--- config.mk ---
export PLATFORM = sky130hd
export DESIGN_NAME = mem_access_unit
export DESIGN_NICKNAME = d
export VERILOG_FILES = /design/src/rtl/mem_access_unit_pkg.sv /design/src/rtl/mem_access_unit_load_extend.sv /design/src/rtl/mem_access_unit.sv
export SDC_FILE = /design/constraint.sdc
export NUM_CORES = 1
export LEC_CHECK = 0
export CORE_ASPECT_RATIO = 0.6
export CORE_UTILIZATION = 40
export CTS_CLUSTER_DIAMETER = 40
export CTS_CLUSTER_SIZE = 25
export DETAILED_ROUTE_END_ITERATION = 16
export PLACE_DENSITY = 0.82
export SYNTH_ARGS = -nofsm -noshare
export SYNTH_HDL_FRONTEND = slang
export SYNTH_HIERARCHICAL = 1
export SYNTH_SLANG_ARGS = --single-unit
--- constraint.sdc ---
create_clock -name CLK -period 2.02 [get_ports CLK]
set_input_delay 0.404 -clock CLK [delete_from_list [all_inputs] [get_ports CLK]]
set_output_delay 0.404 -clock CLK [all_outputs]
set_load 0.005 [all_outputs]
--- src/rtl/mem_access_unit_pkg.sv ---
// Shared definitions for the memory access unit: word size, default RAM depth,
// funct3 encodings, FSM state encoding, request record and funct3 legality check.
package mem_access_unit_pkg;

    localparam int WORDSIZE    = 32;
    localparam int ROM_COL_MAX = 64;

    // funct3 encodings (loads use all five; stores use B/H/W only)
    localparam logic [2:0] F3_B  = 3'b000;
    localparam logic [2:0] F3_H  = 3'b001;
    localparam logic [2:0] F3_W  = 3'b010;
    localparam logic [2:0] F3_BU = 3'b100;
    localparam logic [2:0] F3_HU = 3'b101;

    typedef enum logic [2:0] {
        IDLE     = 3'd0,
        RD       = 3'd1,
        RDW      = 3'd2,
        WR       = 3'd3,
        RESP_ERR = 3'd4
    } state_t;

    typedef struct packed {
        logic                we;
        logic [2:0]          funct3;
        logic [WORDSIZE-1:0] addr;
        logic [WORDSIZE-1:0] wdata;
    } req_t;

    function automatic logic funct3_legal(input logic we, input logic [2:0] f3);
        if (we)
            return (f3 == F3_B) || (f3 == F3_H) || (f3 == F3_W);
        return (f3 == F3_B) || (f3 == F3_H) || (f3 == F3_W) ||
               (f3 == F3_BU) || (f3 == F3_HU);
    endfunction

endpackage

--- src/rtl/mem_access_unit_load_extend.sv ---
// load_extend: combinational lane select with sign/zero extension for loads, and
// byte/halfword merge into a fetched word for sub-word stores.
// Ports:
//   funct3    - access size/sign encoding
//   lane      - byte offset within the word (addr[1:0])
//   rdata     - word read from RAM
//   wdata     - store data (low byte/halfword used for SB/SH)
//   load_data - extended load result
//   merged    - rdata with the store byte/halfword inserted (wdata for SW)
module load_extend
    import mem_access_unit_pkg::*;
(
    input  logic [2:0]          funct3,
    input  logic [1:0]          lane,
    input  logic [WORDSIZE-1:0] rdata,
    input  logic [WORDSIZE-1:0] wdata,
    output logic [WORDSIZE-1:0] load_data,
    output logic [WORDSIZE-1:0] merged
);

    logic [7:0]  byte_sel;
    logic [15:0] half_sel;

    always_comb begin
        byte_sel  = rdata[{lane, 3'b000} +: 8];
        half_sel  = rdata[{lane[1], 4'b0000} +: 16];
        load_data = rdata;
        case (funct3)
            F3_B:    load_data = {{24{byte_sel[7]}}, byte_sel};
            F3_BU:   load_data = {24'h0, byte_sel};
            F3_H:    load_data = {{16{half_sel[15]}}, half_sel};
            F3_HU:   load_data = {16'h0, half_sel};
            default: load_data = rdata;
        endcase
    end

    always_comb begin
        merged = wdata;
        if (funct3 == F3_B) begin
            merged = rdata;
            merged[{lane, 3'b000} +: 8] = wdata[7:0];
        end else if (funct3 == F3_H) begin
            merged = rdata;
            merged[{lane[1], 4'b0000} +: 16] = wdata[15:0];
        end
    end

endmodule

--- src/rtl/mem_access_unit.sv ---
// mem_access_unit: single-outstanding load/store unit in front of a word RAM with
// registered reads. Sub-word stores are done as read-modify-write.
// Optional macro MISALIGN_TRAP_EN: misaligned halfword/word accesses are rejected
// as errors; when undefined they are silently aligned down.
// Ports:
//   CLK, reset                       - clock, async active-high reset
//   req_valid/req_ready              - request handshake
//   req_we, req_funct3, req_addr,
//   req_wdata                        - request fields
//   resp_valid, resp_rdata, resp_err - one-cycle response, no backpressure
//   mem_addr, mem_write_data,
//   mem_memread, mem_memwrite        - RAM side (word index, strobes)
//   mem_read_data                    - RAM data, valid the cycle after mem_memread
module mem_access_unit
    import mem_access_unit_pkg::*;
#(
    parameter int RAM_WORDS = ROM_COL_MAX
) (
    input  logic                CLK,
    input  logic                reset,
    input  logic                req_valid,
    output logic                req_ready,
    input  logic                req_we,
    input  logic [2:0]          req_funct3,
    input  logic [WORDSIZE-1:0] req_addr,
    input  logic [WORDSIZE-1:0] req_wdata,
    output logic                resp_valid,
    output logic [WORDSIZE-1:0] resp_rdata,
    output logic                resp_err,
    output logic [WORDSIZE-1:0] mem_addr,
    output logic [WORDSIZE-1:0] mem_write_data,
    output logic                mem_memread,
    output logic                mem_memwrite,
    input  logic [WORDSIZE-1:0] mem_read_data
);

    state_t              state, next_state;
    req_t                req_q;
    logic                accept;
    logic                is_half, is_word, misalign, range_err, req_err;
    logic [WORDSIZE-1:0] addr_al;
    logic [WORDSIZE-1:0] q_idx;
    logic [WORDSIZE-1:0] load_data, merged;

    assign accept    = req_valid && (state == IDLE);
    assign range_err = {2'b00, req_addr[WORDSIZE-1:2]} >= WORDSIZE'(RAM_WORDS);
    assign q_idx     = {2'b00, req_q.addr[WORDSIZE-1:2]};

    // Halfword covers LH/LHU/SH, word covers LW/SW.
    always_comb begin
        is_half = (req_funct3[1:0] == 2'b01);
        is_word = (req_funct3 == F3_W);
`ifdef MISALIGN_TRAP_EN
        misalign = (is_half && req_addr[0]) || (is_word && (req_addr[1:0] != 2'b00));
        addr_al  = req_addr;
`else
        misalign = 1'b0;
        addr_al  = req_addr;
        if (is_half) addr_al[0]   = 1'b0;
        if (is_word) addr_al[1:0] = 2'b00;
`endif
        req_err = !funct3_legal(req_we, req_funct3) || range_err || misalign;
    end

    load_extend u_ext (
        .funct3    (req_q.funct3),
        .lane      (req_q.addr[1:0]),
        .rdata     (mem_read_data),
        .wdata     (req_q.wdata),
        .load_data (load_data),
        .merged    (merged)
    );

    always_ff @(posedge CLK or posedge reset) begin
        if (reset) begin
            state <= IDLE;
            req_q <= '0;
        end else begin
            state <= next_state;
            if (accept) begin
                req_q.we     <= req_we;
                req_q.funct3 <= req_funct3;
                req_q.addr   <= addr_al;
                req_q.wdata  <= req_wdata;
            end else if (state == RDW && req_q.we) begin
                // wdata becomes the full merged word written in WR
                req_q.wdata <= merged;
            end
        end
    end

    always_comb begin
        next_state     = state;
        req_ready      = 1'b0;
        resp_valid     = 1'b0;
        resp_rdata     = '0;
        resp_err       = 1'b0;
        mem_addr       = '0;
        mem_write_data = '0;
        mem_memread    = 1'b0;
        mem_memwrite   = 1'b0;
        case (state)
            IDLE: begin
                req_ready = !reset;
                if (accept) begin
                    if (req_err)
                        next_state = RESP_ERR;
                    else if (req_we && req_funct3 == F3_W)
                        next_state = WR;
                    else
                        next_state = RD;
                end
            end
            RD: begin
                mem_memread = 1'b1;
                mem_addr    = q_idx;
                next_state  = RDW;
            end
            RDW: begin
                if (req_q.we) begin
                    next_state = WR;
                end else begin
                    resp_valid = 1'b1;
                    resp_rdata = load_data;
                    next_state = IDLE;
                end
            end
            WR: begin
                mem_memwrite   = 1'b1;
                mem_addr       = q_idx;
                mem_write_data = req_q.wdata;
                resp_valid     = 1'b1;
                next_state     = IDLE;
            end
            RESP_ERR: begin
                resp_valid = 1'b1;
                resp_err   = 1'b1;
                next_state = IDLE;
            end
            default: next_state = IDLE;
        endcase
    end

endmodule
==> flow_summary_export.csv <==
group,metric,value,unit
timing,timing.slew.headroom,66.15,%
setup_path,worst_setup_path_end_kind,"output port",
finish,syn_to_final_growth,73.29,%
timing,whs,0.4698,ns
synth,ys_ff_latch,71,
timing,hold_viol,0,
clock_network,cts_tree,"built",
clock_network,holdBufCountCts,0,
synth,synth_area,5373,µm²
timing,finalCriticalPeriod,2.630,ns
synth,seq_area_frac_synth,33.07,%
pwr,p_leak,0.004276,µW
setup_path,worstRegToRegCells,11,
setup_path,reg2reg_from,"req_q[32]",
global_route,antenna_found_initial,0,
finish,nets,1074,
clock_network,insertion_delay,0.32,ns
drt,drc,0,
drt,wl_per_cell,19.93,µm
hold_path,hp-class,"reg2reg",
drt,dr.pass1.iters,5,
placed_design,dp_hpwl,15.13,mm
synth,synthCells,684,
finish,register_area,1779,µm²
global_route,grt_pass1_vias,5883,
setup_path,setup.worst_path.class,"reg2out",
setup_path,r2r_slack,-0.34,ns
setup_path,critical_path_arrival,2.23,ns
timing,finalCritPeriodShare,130.2,%
pwr,ir_drop,0.0004574,V
timing,setup_violations,104,
pwr,p_per_area,558.0,nW/µm²
clock_network,cts-buffers-inserted,9,
clock_network,htree_levels,3,
global_route,gr-total-overflow,0,
die,die_h,91.77,µm
clock_network,clock_sinks,71,
die,dieArea,13910,µm²
drt,totalWireLength,22.68,mm
finish,layout-drive-gt1-share,35.33,%
finish,n_fill_cell,939,
setup_path,cpPeakStageDelay,0.55,ns
timing,worstMarginPinSlew,0.5031,ns
hold_path,holdPathEnd,"q_idx[24]",
setup_path,worstReg2RegEnd,"req_q[27]",
die,io_pins,204,
job,maxCapViolations,0,
setup_path,cp_slowest_cell,"mux4_2",
timing,setup_ws,-0.6103,ns
finish,multi_input_area,3756,µm²
run_status,status,"finished, violations left",
timing,clock_skew,0.006252,ns
pwr,total_power,5195,µW
placed_design,place_congestion,0.9663,
synth,synth_warnings,6,
global_route,grt_usage,31.92,%
hold_path,worstHoldStart,"q_idx[24]",
global_route,grt_max_degree,72,
drt,avgViaCountPerCell,5.709,
drt,via_count,6497,
setup_path,crit_required,1.62,ns
clock_network,cts_root_buf,"clkbuf_16",
clock_network,cts_buffer_depth,2,
placed_design,portBuffers,201,
finish,diodes,0,
timing,finalMaxSlewViolations,0,
timing,rsz0062_at_grt,"yes",
synth,syn_avg_cell_area,7.855,µm²
timing,clock.fmax,380.2,MHz
die,rows,32,
setup_path,crit_chain,"mux4_2, nand3b_4, a21boi_4, clkbuf_16, buf_4, nand2_1, and2_4, buf_2",
setup_path,cp-start-kind,"flip-flop",
global_route,grt_pass1_wl,33.26,mm
die,core-area,12970,µm²
die,chipWidth,151.6,µm
run_status,violations,"setup timing",
setup_path,cp_max_fo,5,
synth,synth.distinct_cells,49,
drt,drtIter0Drc,750,
clock_network,clk_pin_slew,0.06,ns
drt,antenna_left,0,
die,initial_core_util,41.42,%
hold_path,whs_path_depth,2,
worst max-delay path by stage:
stage	from	to	slack (ns)
after detailed placement	mem_read_data[7]	resp_rdata[16]	-0.92
after CTS	req_q[32]	resp_rdata[22]	-0.56
after global placement	mem_read_data[7]	resp_rdata[30]	-0.88
after global routing	req_q[32]	resp_rdata[31]	-0.65
final	req_q[32]	resp_rdata[31]	-0.61
after floorplan	req_q[32]	resp_rdata[20]	-0.02
worst max-delay path: cells and delay by family (launching register included):
| family | cells | cell delay, ns |
|---|---|---|
| buf+inv | 3 | 0.40 |
| flops | 1 | 0.39 |
| simple gates | 3 | 0.30 |
| compound gates | 1 | 0.25 |
| mux | 1 | 0.55 |
kinds of logic after synthesis:
family | after synthesis | share of synthesized area (%)
flops | 71 | 33.07
other cells | 1 | 0.06980
compound gates | 130 | 16.70
fa+ha+maj | 5 | 1.164
simple gates | 355 | 32.16
buf+inv | 65 | 5.868
mux | 57 | 10.97
synth_stat cells (all sizes together):
| library cell | count | area [µm²] |
|---|---|---|
| a21oi | 3 | 15.01 |
| conb | 1 | 3.750 |
| o31ai | 1 | 7.510 |
| and4 | 2 | 18.77 |
| o211ai | 4 | 30.03 |
| a21o | 1 | 7.510 |
| a211oi | 24 | 180.2 |
| a221oi | 24 | 210.2 |
| nor4 | 7 | 43.79 |
| nand2 | 187 | 701.9 |
| buf | 25 | 161.4 |
| ha | 5 | 62.56 |
| nor3b | 2 | 15.01 |
| nor4b | 2 | 38.78 |
| clkbuf | 31 | 120.1 |
| o21ai | 46 | 230.2 |
| a21boi | 1 | 18.77 |
| dfrtp | 71 | 1777 |
| mux4 | 1 | 22.52 |
| mux2 | 5 | 56.30 |
| nor3 | 5 | 36.29 |
| a22oi | 5 | 37.54 |
| mux2i | 51 | 510.5 |
| or3 | 1 | 6.260 |
| and2 | 65 | 406.6 |
| o21bai | 2 | 15.01 |
| nand2b | 6 | 37.54 |
| a22o | 8 | 70.07 |
| and3 | 32 | 200.2 |
| nor2 | 33 | 131.4 |
| nand4 | 2 | 12.51 |
| a41o | 1 | 10.01 |
| nand3b | 2 | 27.53 |
| nor2b | 5 | 31.28 |
| a31o | 1 | 8.760 |
| nand3 | 4 | 20.02 |
| clkinv | 1 | 3.750 |
| inv | 8 | 30.03 |
| o22ai | 9 | 56.30 |
sequential cells by signal, indices dropped and copies added (netlist names):
signal and count:
state 3, req_q 38, q_idx 30
what timing repair did:
item                                   in CTS  in global routing
setup endpoints to repair                 126                120
setup buffers                              35                 13
cloned                                      9                  0
resized for setup                         437                133
pin swaps                                  25                 27
endpoints found under the hold margin       0                  0
cell usage in the layout, fill, tap and decap left out, types with 5 or more instances in the layout:
cell	instances
mux2i_1	51
dfrtp_1	69
buf_4	82
nand2_2	7
mux2_2	5
and2_4	30
clkbuf_16	10
a211oi_2	8
a22o_1	8
dlygate4sd2_1	16
buf_8	6
and3_4	32
nor2_1	29
buf_2	24
and2_1	35
buf_12	14
a211oi_1	16
a221oi_2	7
o21ai_0	9
o22ai_1	9
clkdlybuf4s50_1	103
o21ai_1	37
nor4_1	6
nand2_1	180
a221oi_1	16
nand2b_1	5
buf_6	76
per-stage QoR:
step | instance area (µm²) | worst slack (ns) | std cells | setup TNS (ns) | utilization [%]
floorplan | 5385 | -0.02474 | 685 | -0.2474 | -
global route | 9310 | -0.6489 | 1138 | -30.70 | 71.77
detailed placement | 8105 | -0.9155 | 1086 | -28.05 | 62.48
global placement | 8105 | -0.8788 | 1086 | -26.35 | 62.48
finish | 9310 | -0.6103 | 1138 | -25.19 | 71.77
CTS | 8954 | -0.5598 | 1141 | -25.75 | 69.02
power by group:
part           switching (µW)  internal (µW)
Sequential                205           1600
Combinational             991            927
Clock                     559            909
Total                    1750           3440
layout make-up:
cell class / instances / share of cell area [%]
Clock buffer: 12 / 2.863
Multi-Input combinational cell: 549 / 40.34
Timing Repair Buffer: 326 / 34.86
Tap cell: 170 / 2.285
Sequential cell: 71 / 19.11
Clock inverter: 1 / 0.05376
Inverter: 9 / 0.4838
layer usage:
metal,vias to the layer above,part of all wire (%),GRT usage [%]
met1,3024,45,47.85
met4,0,2.0,6.683
met2,454,41,43.91
li1,2946,-,-
met5,-,0,0
met3,73,12,10.30
No activity file was read; power rests on OpenSTA's default activity.
